## config.mk

```make
export PLATFORM = sky130hd
export DESIGN_NAME = spi_master
export DESIGN_NICKNAME = d
export VERILOG_FILES = /design/src/rtl/spi_master.sv
export SDC_FILE = /design/constraint.sdc
export NUM_CORES = 1
export LEC_CHECK = 0
export BUFFER_PORTS_ARGS = -buffer_cell sky130_fd_sc_hd__buf_2
export CAP_MARGIN = 40
export CELL_PAD_IN_SITES_DETAIL_PLACEMENT = 0
export CELL_PAD_IN_SITES_GLOBAL_PLACEMENT = 2
export CORE_MARGIN = 5
export CORE_UTILIZATION = 35
export CTS_CLUSTER_DIAMETER = 40
export DETAILED_ROUTE_END_ITERATION = 6
export PLACE_DENSITY_LB_ADDON = 0.1
export SYNTH_ARGS = -nofsm -noshare
export SYNTH_HDL_FRONTEND = slang
export SYNTH_SLANG_ARGS = --single-unit
```

## constraint.sdc

```tcl
create_clock -name clk -period 2.1 [get_ports clk]
set_input_delay 0.315 -clock clk [delete_from_list [all_inputs] [get_ports clk]]
set_output_delay 0.315 -clock clk [all_outputs]
set_load 0.05 [all_outputs]
```

## src/rtl/spi_master.sv

```systemverilog
// SPI master: one NBIT-bit frame per start, MSB first, SCLK derived from clk by CLK_DIV.
// Define SPI_MASTER_LOOPBACK_EN to feed the RX shifter from the internal mosi instead of the miso pin.
module spi_master #(
   parameter int NBIT    = 8,
   parameter int CPOL    = 0,
   parameter int CPHA    = 0,
   parameter int CLK_DIV = 4
) (
   input  logic            clk,
   input  logic            rst_n,
   input  logic            start,
   input  logic [NBIT-1:0] tx_data,
   output logic            busy,
   output logic            tx_strobe,
   output logic [NBIT-1:0] rx_data,
   output logic            rx_strobe,
   output logic            ss_n,
   output logic            sclk,
   output logic            mosi,
   input  logic            miso
);

   // state | meaning
   // IDLE  | bus idle, waiting for start
   // SETUP | ss_n asserted, first bit set up before edge 1
   // SHIFT | SCLK toggling, 2*NBIT edges
   // HOLD  | ss_n hold time after the last edge
   // GAP   | minimum ss_n high time before the next frame

   localparam int CW = (CLK_DIV > 1) ? $clog2(CLK_DIV) : 1;
   localparam int EW = $clog2(2 * NBIT);

   typedef enum logic [2:0] {IDLE, SETUP, SHIFT, HOLD, GAP} state_t;

   state_t          state_q, state_d;
   logic [CW-1:0]   div_q;
   logic [EW-1:0]   edge_q;
   logic [NBIT-1:0] tx_sh, rx_sh, tx_next;
   logic            div_done, edge_last, sclk_edge, leading;
   logic            sample_now, drive_now, accept, frame_end, rx_bit;

`ifdef SPI_MASTER_LOOPBACK_EN
   logic unused_miso;
   assign unused_miso = miso;
   assign rx_bit      = mosi;
`else
   assign rx_bit      = miso;
`endif

   assign div_done   = (div_q == CW'(CLK_DIV - 1));
   assign edge_last  = (edge_q == EW'(2 * NBIT - 1));
   assign sclk_edge  = div_done && (state_q == SETUP || state_q == SHIFT);
   assign leading    = ~edge_q[0];
   assign sample_now = sclk_edge && ((CPHA == 0) ? leading : !leading);
   assign drive_now  = sclk_edge && ((CPHA == 0) ? (!leading && !edge_last) : leading);
   assign accept     = (state_q == IDLE) && start;
   assign frame_end  = (state_q == HOLD) && div_done;
   assign tx_next    = tx_sh << 1;
   assign busy       = (state_q != IDLE);

   always_comb begin
      state_d = state_q;
      case (state_q)
         IDLE:    if (start) state_d = SETUP;
         SETUP:   if (div_done) state_d = SHIFT;
         SHIFT:   if (div_done && edge_last) state_d = HOLD;
         HOLD:    if (div_done) state_d = GAP;
         GAP:     if (div_done) state_d = IDLE;
         default: state_d = IDLE;
      endcase
   end

   always_ff @(posedge clk or negedge rst_n) begin
      if (!rst_n) begin
         state_q   <= IDLE;
         div_q     <= '0;
         edge_q    <= '0;
         tx_sh     <= '0;
         rx_sh     <= '0;
         rx_data   <= '0;
         tx_strobe <= 1'b0;
         rx_strobe <= 1'b0;
         ss_n      <= 1'b1;
         sclk      <= CPOL[0];
         mosi      <= 1'b0;
      end else begin
         state_q   <= state_d;
         tx_strobe <= accept;
         rx_strobe <= frame_end;

         if (state_q == IDLE || div_done) div_q <= '0;
         else                             div_q <= div_q + CW'(1);

         if (state_q == IDLE)  edge_q <= '0;
         else if (sclk_edge)   edge_q <= edge_last ? '0 : edge_q + EW'(1);

         if (state_q == IDLE)  sclk <= CPOL[0];
         else if (sclk_edge)   sclk <= ~sclk;

         if (accept) begin
            tx_sh <= tx_data;
            rx_sh <= '0;
            ss_n  <= 1'b0;
            mosi  <= (CPHA == 0) ? tx_data[NBIT-1] : 1'b0;
         end else begin
            if (drive_now) begin
               tx_sh <= tx_next;
               // CPHA=0 already presents the current bit, so the next one comes from the shifted word
               mosi  <= (CPHA == 0) ? tx_next[NBIT-1] : tx_sh[NBIT-1];
            end
            if (sample_now) rx_sh <= (rx_sh << 1) | NBIT'(rx_bit);
            if (frame_end) begin
               ss_n    <= 1'b1;
               rx_data <= rx_sh;
               mosi    <= 1'b0;
            end
         end
      end
   end

endmodule

```

After elaboration in Yosys (flattened, before gate mapping)
Index checks and enable logic that the tools add are counted.
{ "totals": {"reg_bits": 37, "in_bits": 12, "out_inout_bits": 14, "word_cells": 68} }
{ "op_classes": {"n_addsub": 2, "eq_ne": 11, "n_mux": 21, "bitwise_logic": 4, "reduce_logical": 19} }
{ "op_table": {"columns": ["cell", "count"], "rows": [
  ["two-way mux 8 bit", 2],
  ["two-way mux 3 bit", 5],
  ["one-hot mux 3 bit (5 select lines)", 1],
  ["two-way mux 7 bit", 2],
  ["two-way mux 4 bit", 3],
  ["!= test 2 bit, second input constant", 4],
  ["bitwise OR 8 x 1 -> 8 bit", 1],
  ["nonzero test 2 bit", 4],
  ["logical AND 1 bit", 7],
  ["two-way mux 1 bit", 7],
  ["== test 3 x 2 -> 1 bit, second input constant", 2],
  ["nonzero test 3 bit", 2],
  ["AND reduction 5 bit", 1],
  ["adder 4 x 1 -> 4 bit, second input constant", 1],
  ["== test 4 bit, second input constant", 1],
  ["== test 3 x 1 -> 1 bit, second input constant", 1],
  ["== test 3 bit, second input constant", 1],
  ["zero test 3 bit", 1],
  ["inverter 1 bit", 3],
  ["adder 2 x 1 -> 2 bit, second input constant", 1],
  ["== test 2 bit, second input constant", 1],
  ["logical OR 1 bit", 2],
  ["two-way mux 2 bit", 1],
  ["!= test 2 x 1 -> 1 bit, second input constant", 1],
  ["other kinds (2)", 2]
]} }

Longest topological paths before layout
{ "depth": {"depth_word": 7, "depth_mapped": 7, "mapped_depth_nobuf": 5} }

Least setup slack after synthesis
No wires, ideal clock.
{ "synth_path": {"kind": "register to register", "from": "register div_q[0]", "to": "register rx_data[0]", "setup_ns": 0.125, "arrival_time_ns": 1.475, "required_time_ns": 1.975, "setup_slack_ns": 0.501, "stages_incl_launch_ff": 6, "path_buffers": 1, "period_less_slack_ns": 1.599, "path_cell_list": "dfrtp_1 -> ha_1 -> and2b_1 -> nand3_1 -> buf_2 -> mux2_2"} }
{ "synth_between": {"elab_chain_len": 3} }
{ "synth_rtl": {"columns": ["item", "line", "rtl"], "rows": [
  ["start, declared", "36", "logic [CW-1:0] div_q;"],
  ["start signal, assigned", "92", "else div_q <= div_q + CW'(1);"],
  ["== test 2 bit", "50", "assign div_done = (div_q == CW'(CLK_DIV - 1));"],
  ["logical AND 1 bit", "57", "assign frame_end = (state_q == HOLD) && div_done;"],
  ["AND reduction 2 bit (no source line)", null, null],
  ["end signal, assigned", "114", "rx_data <= rx_sh;"],
  ["end, declared", "15", "output logic [NBIT-1:0] rx_data,"]
]} }
Every way passes these cells.
A chain may end at the register's enable or synchronous reset.

Worst setup path in the final report
{ "layout_path": {"from": "register div_q[0]", "to": "register rx_data[2]"} }
The elaborated chain is that of the path after synthesis.

==> impl_metrics.env <==
export IMPL_result_of_the_run="finished clean"
export IMPL_synth_cells_most_frequent="36 x dfrtp_1, 24 x nand2_1, 13 x o21ai_0"
export IMPL_peakVddDrop_v=0.000273
export IMPL_reg2reg_depth=5
export IMPL_setup_violations_final=0
export IMPL_clkLatencyLatePin_ns=0.28
export IMPL_r2r_start="div_q[0]"
export IMPL_cts_hold_buffers_added=0
export IMPL_synth_cell_type_count=32
export IMPL_yosys_register_bits=37
export IMPL_ys_top_cells_by_area="dfrtp_1 57%, mux2_2 5.7%, nand2_1 5.7%, mux2i_1 5.0%, o21ai_0 4.1%"
export IMPL_synth_cells=144
export IMPL_vias_in_the_first_global_route=1162
export IMPL_finalCriticalPeriod_ns=1.77
export IMPL_synth_yosys_warnings=0
export IMPL_fin_worst_skew_ns=0.00382
export IMPL_cts_setup_buffers=0
export IMPL_post_detailed_route_via_to_cell_ratio=4.95
export IMPL_drt_wirelength_per_cell_um=14.0
export IMPL_edff_count_synth=0
export IMPL_grtUsageTotal_pct=11.1
export IMPL_total_power_mw=1.25
export IMPL_fin_tns_setup_ns=0
export IMPL_drt_iter0_markers=43
export IMPL_final_cells=224
export IMPL_fp_coreArea_mm2=0.00438
export IMPL_worstSetupEndpointType="register"
export IMPL_worst_r2r_setup_slack_ns=0.33
export IMPL_finalWeightedCongestion=0.705
export IMPL_max_freq_mhz=564
export IMPL_synth_largest_type_area_fraction_pct=56.7
export IMPL_synth_flop_cell="dfrtp_1"
export IMPL_cts_root_buffer="clkbuf_8"
export IMPL_final_hold_violation_count=0
export IMPL_drtAntennaViolNets=0
export IMPL_floorplan_initialDensity_pct=36.2
export IMPL_placement_setup_worst_slack_ns=0.329
export IMPL_drtPass1Iterations=4
export IMPL_die_height_um=77.4
export IMPL_grt_max_degree=38
export IMPL_synth_area_mm2=0.00159
export IMPL_arrival_ns=1.94
export IMPL_critical_path_class="register to register"
export IMPL_seq_area_frac_synth_pct=58.3
export IMPL_timing_critical_path_fanout_max=8
export IMPL_layout_core_utilization_pct=42.2
export IMPL_grt_pass1_wl_um=5380
export IMPL_die_w_um=77.4
export IMPL_postLayoutCellArea_mm2=0.00185
export IMPL_slowest_delay_ns=0.39
export IMPL_fp_dieArea_mm2=0.00599
export IMPL_postLayoutSetupSlackWorst_ns=0.326
export IMPL_synth_net_count=158
export IMPL_hold_removal_path_class="input port to async pin"
export IMPL_regToRegEndpoint="rx_data[2]"
export IMPL_route_final_wire_length_um=3130
export IMPL_unrepaired_setup_endpoints_after_global_routing="no"
export IMPL_place_area_mm2=0.00177
export IMPL_cp_start_kind="register"
export IMPL_power_leakage_nw=0.953
export IMPL_yosys_area_top_type="dfrtp_1"
export IMPL_synth_avg_cell_area_um2=11.0
export IMPL_worst_slew_pin_slew_ns=0.851
export IMPL_timing_critical_path_cells="ha_1 > and2b_1 > nand3_1 > buf_4 > mux2_2"
export IMPL_numPortBuffers=25
export IMPL_syn2layout_area_growth_pct=16.5
export IMPL_final_nets=186
export IMPL_final_layout_size_suffix_gt1_share_pct=28.5
export IMPL_clkSlewWorstSetupHoldPaths_ns=0.07
export IMPL_max_slew_vio_count=0
export IMPL_detailroute_via_count=1108
export IMPL_placed_cells_incl_taps=217
export IMPL_cts_htree_levels=2
export IMPL_synthArstFlopShare_pct=100
export IMPL_tritoncts="built"
export IMPL_numClockSinks=37
export IMPL_gr_total_overflow=0
export IMPL_synth_most_common_cell="dfrtp_1"
export IMPL_power_density_mw_per_mm2=674
export IMPL_fin_hold_ws_ns=0.129
export IMPL_timing_critical_path_slowest_stage_cell="dfrtp_1"
export IMPL_cts_made_buffers=5
export IMPL_hpwlAfterDp_um=2170
export IMPL_fp_row_count=24
export IMPL_io_pin_count=26
export IMPL_drv_cap=0
export IMPL_relSlewSlack_pct=43.3
export IMPL_antenna_violations_before_repair=0
export IMPL_timing_critical_path_required_ns=2.27
export IMPL_startpoint="div_q[0]"
export IMPL_post_cts_resized=0
export IMPL_antennaDiodeCount=0
export IMPL_cts_root_to_sink_buffers=2
export IMPL_drc=0
export IMPL_final_period_utilization_pct=84.5
==> worst max-delay path: cells and delay by family (launching register included) <==
kind / cells / cell delay [ns]
fa+ha+maj: 1 / 0.27
buf+inv: 1 / 0.21
flops: 1 / 0.39
mux: 1 / 0.34
simple gates: 2 / 0.46
==> cells by family after synthesis <==
| kind of cell | after synthesis | share of synthesized area (%) |
|---|---|---|
| and+or+nand+nor | 45 | 13.7 |
| DFF | 37 | 58.3 |
| AOI/OAI and AO/OA | 28 | 9.29 |
| muxes | 16 | 10.7 |
| buffers and inverters | 12 | 3.70 |
| xor gates and xnor gates | 4 | 2.68 |
| adders and majority gates | 2 | 1.57 |
==> registers in the layout, indices dropped and copies added, names as in the netlist <==
name and count:
sclk 1, rx_data 8, edge_q 4, state_q 3
tx_strobe 1, rx_sh 8, tx_sh 7, rx_strobe 1
ss_n 1, div_q 2, mosi 1
==> how the worst max path moves through the flow <==
stage | to | depth (start not counted)
2_1_floorplan | rx_data[0] | 5
3_3_place_gp | rx_data[1] | 5
3_5_place_dp | rx_data[6] | 5
4_1_cts | rx_data[2] | 5
5_1_grt | rx_data[1] | 5
6_report | rx_data[2] | 5
==> layout make-up <==
| cell class | count | area (um^2) |
|---|---|---|
| multi-input combinational | 95 | 603 |
| fill | 448 | 2530 |
| timing repair buffer | 29 | 155 |
| tap | 52 | 65.1 |
| clock buffer | 7 | 86.3 |
| inverter | 4 | 15.0 |
| sequential | 37 | 927 |
==> placed cells by master, fill, tap and decap left out, drive strengths merged, types with 2 or more instances in the layout <==
master	synthesis	final
nor2	4	4
buf	7	29
nand3	4	4
dfrtp	36	36
clkbuf	1	7
ha	2	2
nand2	25	25
mux2	8	8
xor2	3	3
inv	4	4
o21ai	14	14
mux2i	8	8
and3	2	2
a21oi	11	11
nor3	4	4
==> where the power goes <==
group | internal [mW] | total (mW) | switching [mW]
Sequential | 0.718 | 0.723 | 0.00425
Combinational | 0.0107 | 0.0299 | 0.0192
Clock | 0.260 | 0.495 | 0.235
==> per-layer routing <==
layer	track usage (%)	wire length, um	vias to the layer above
met4	3.61	8	0
li1	-	-	543
met3	4.17	179	2
met2	18.2	1490	26
met5	0	0	-
met1	13.5	1440	537
Power figures use the tool's default switching activity.
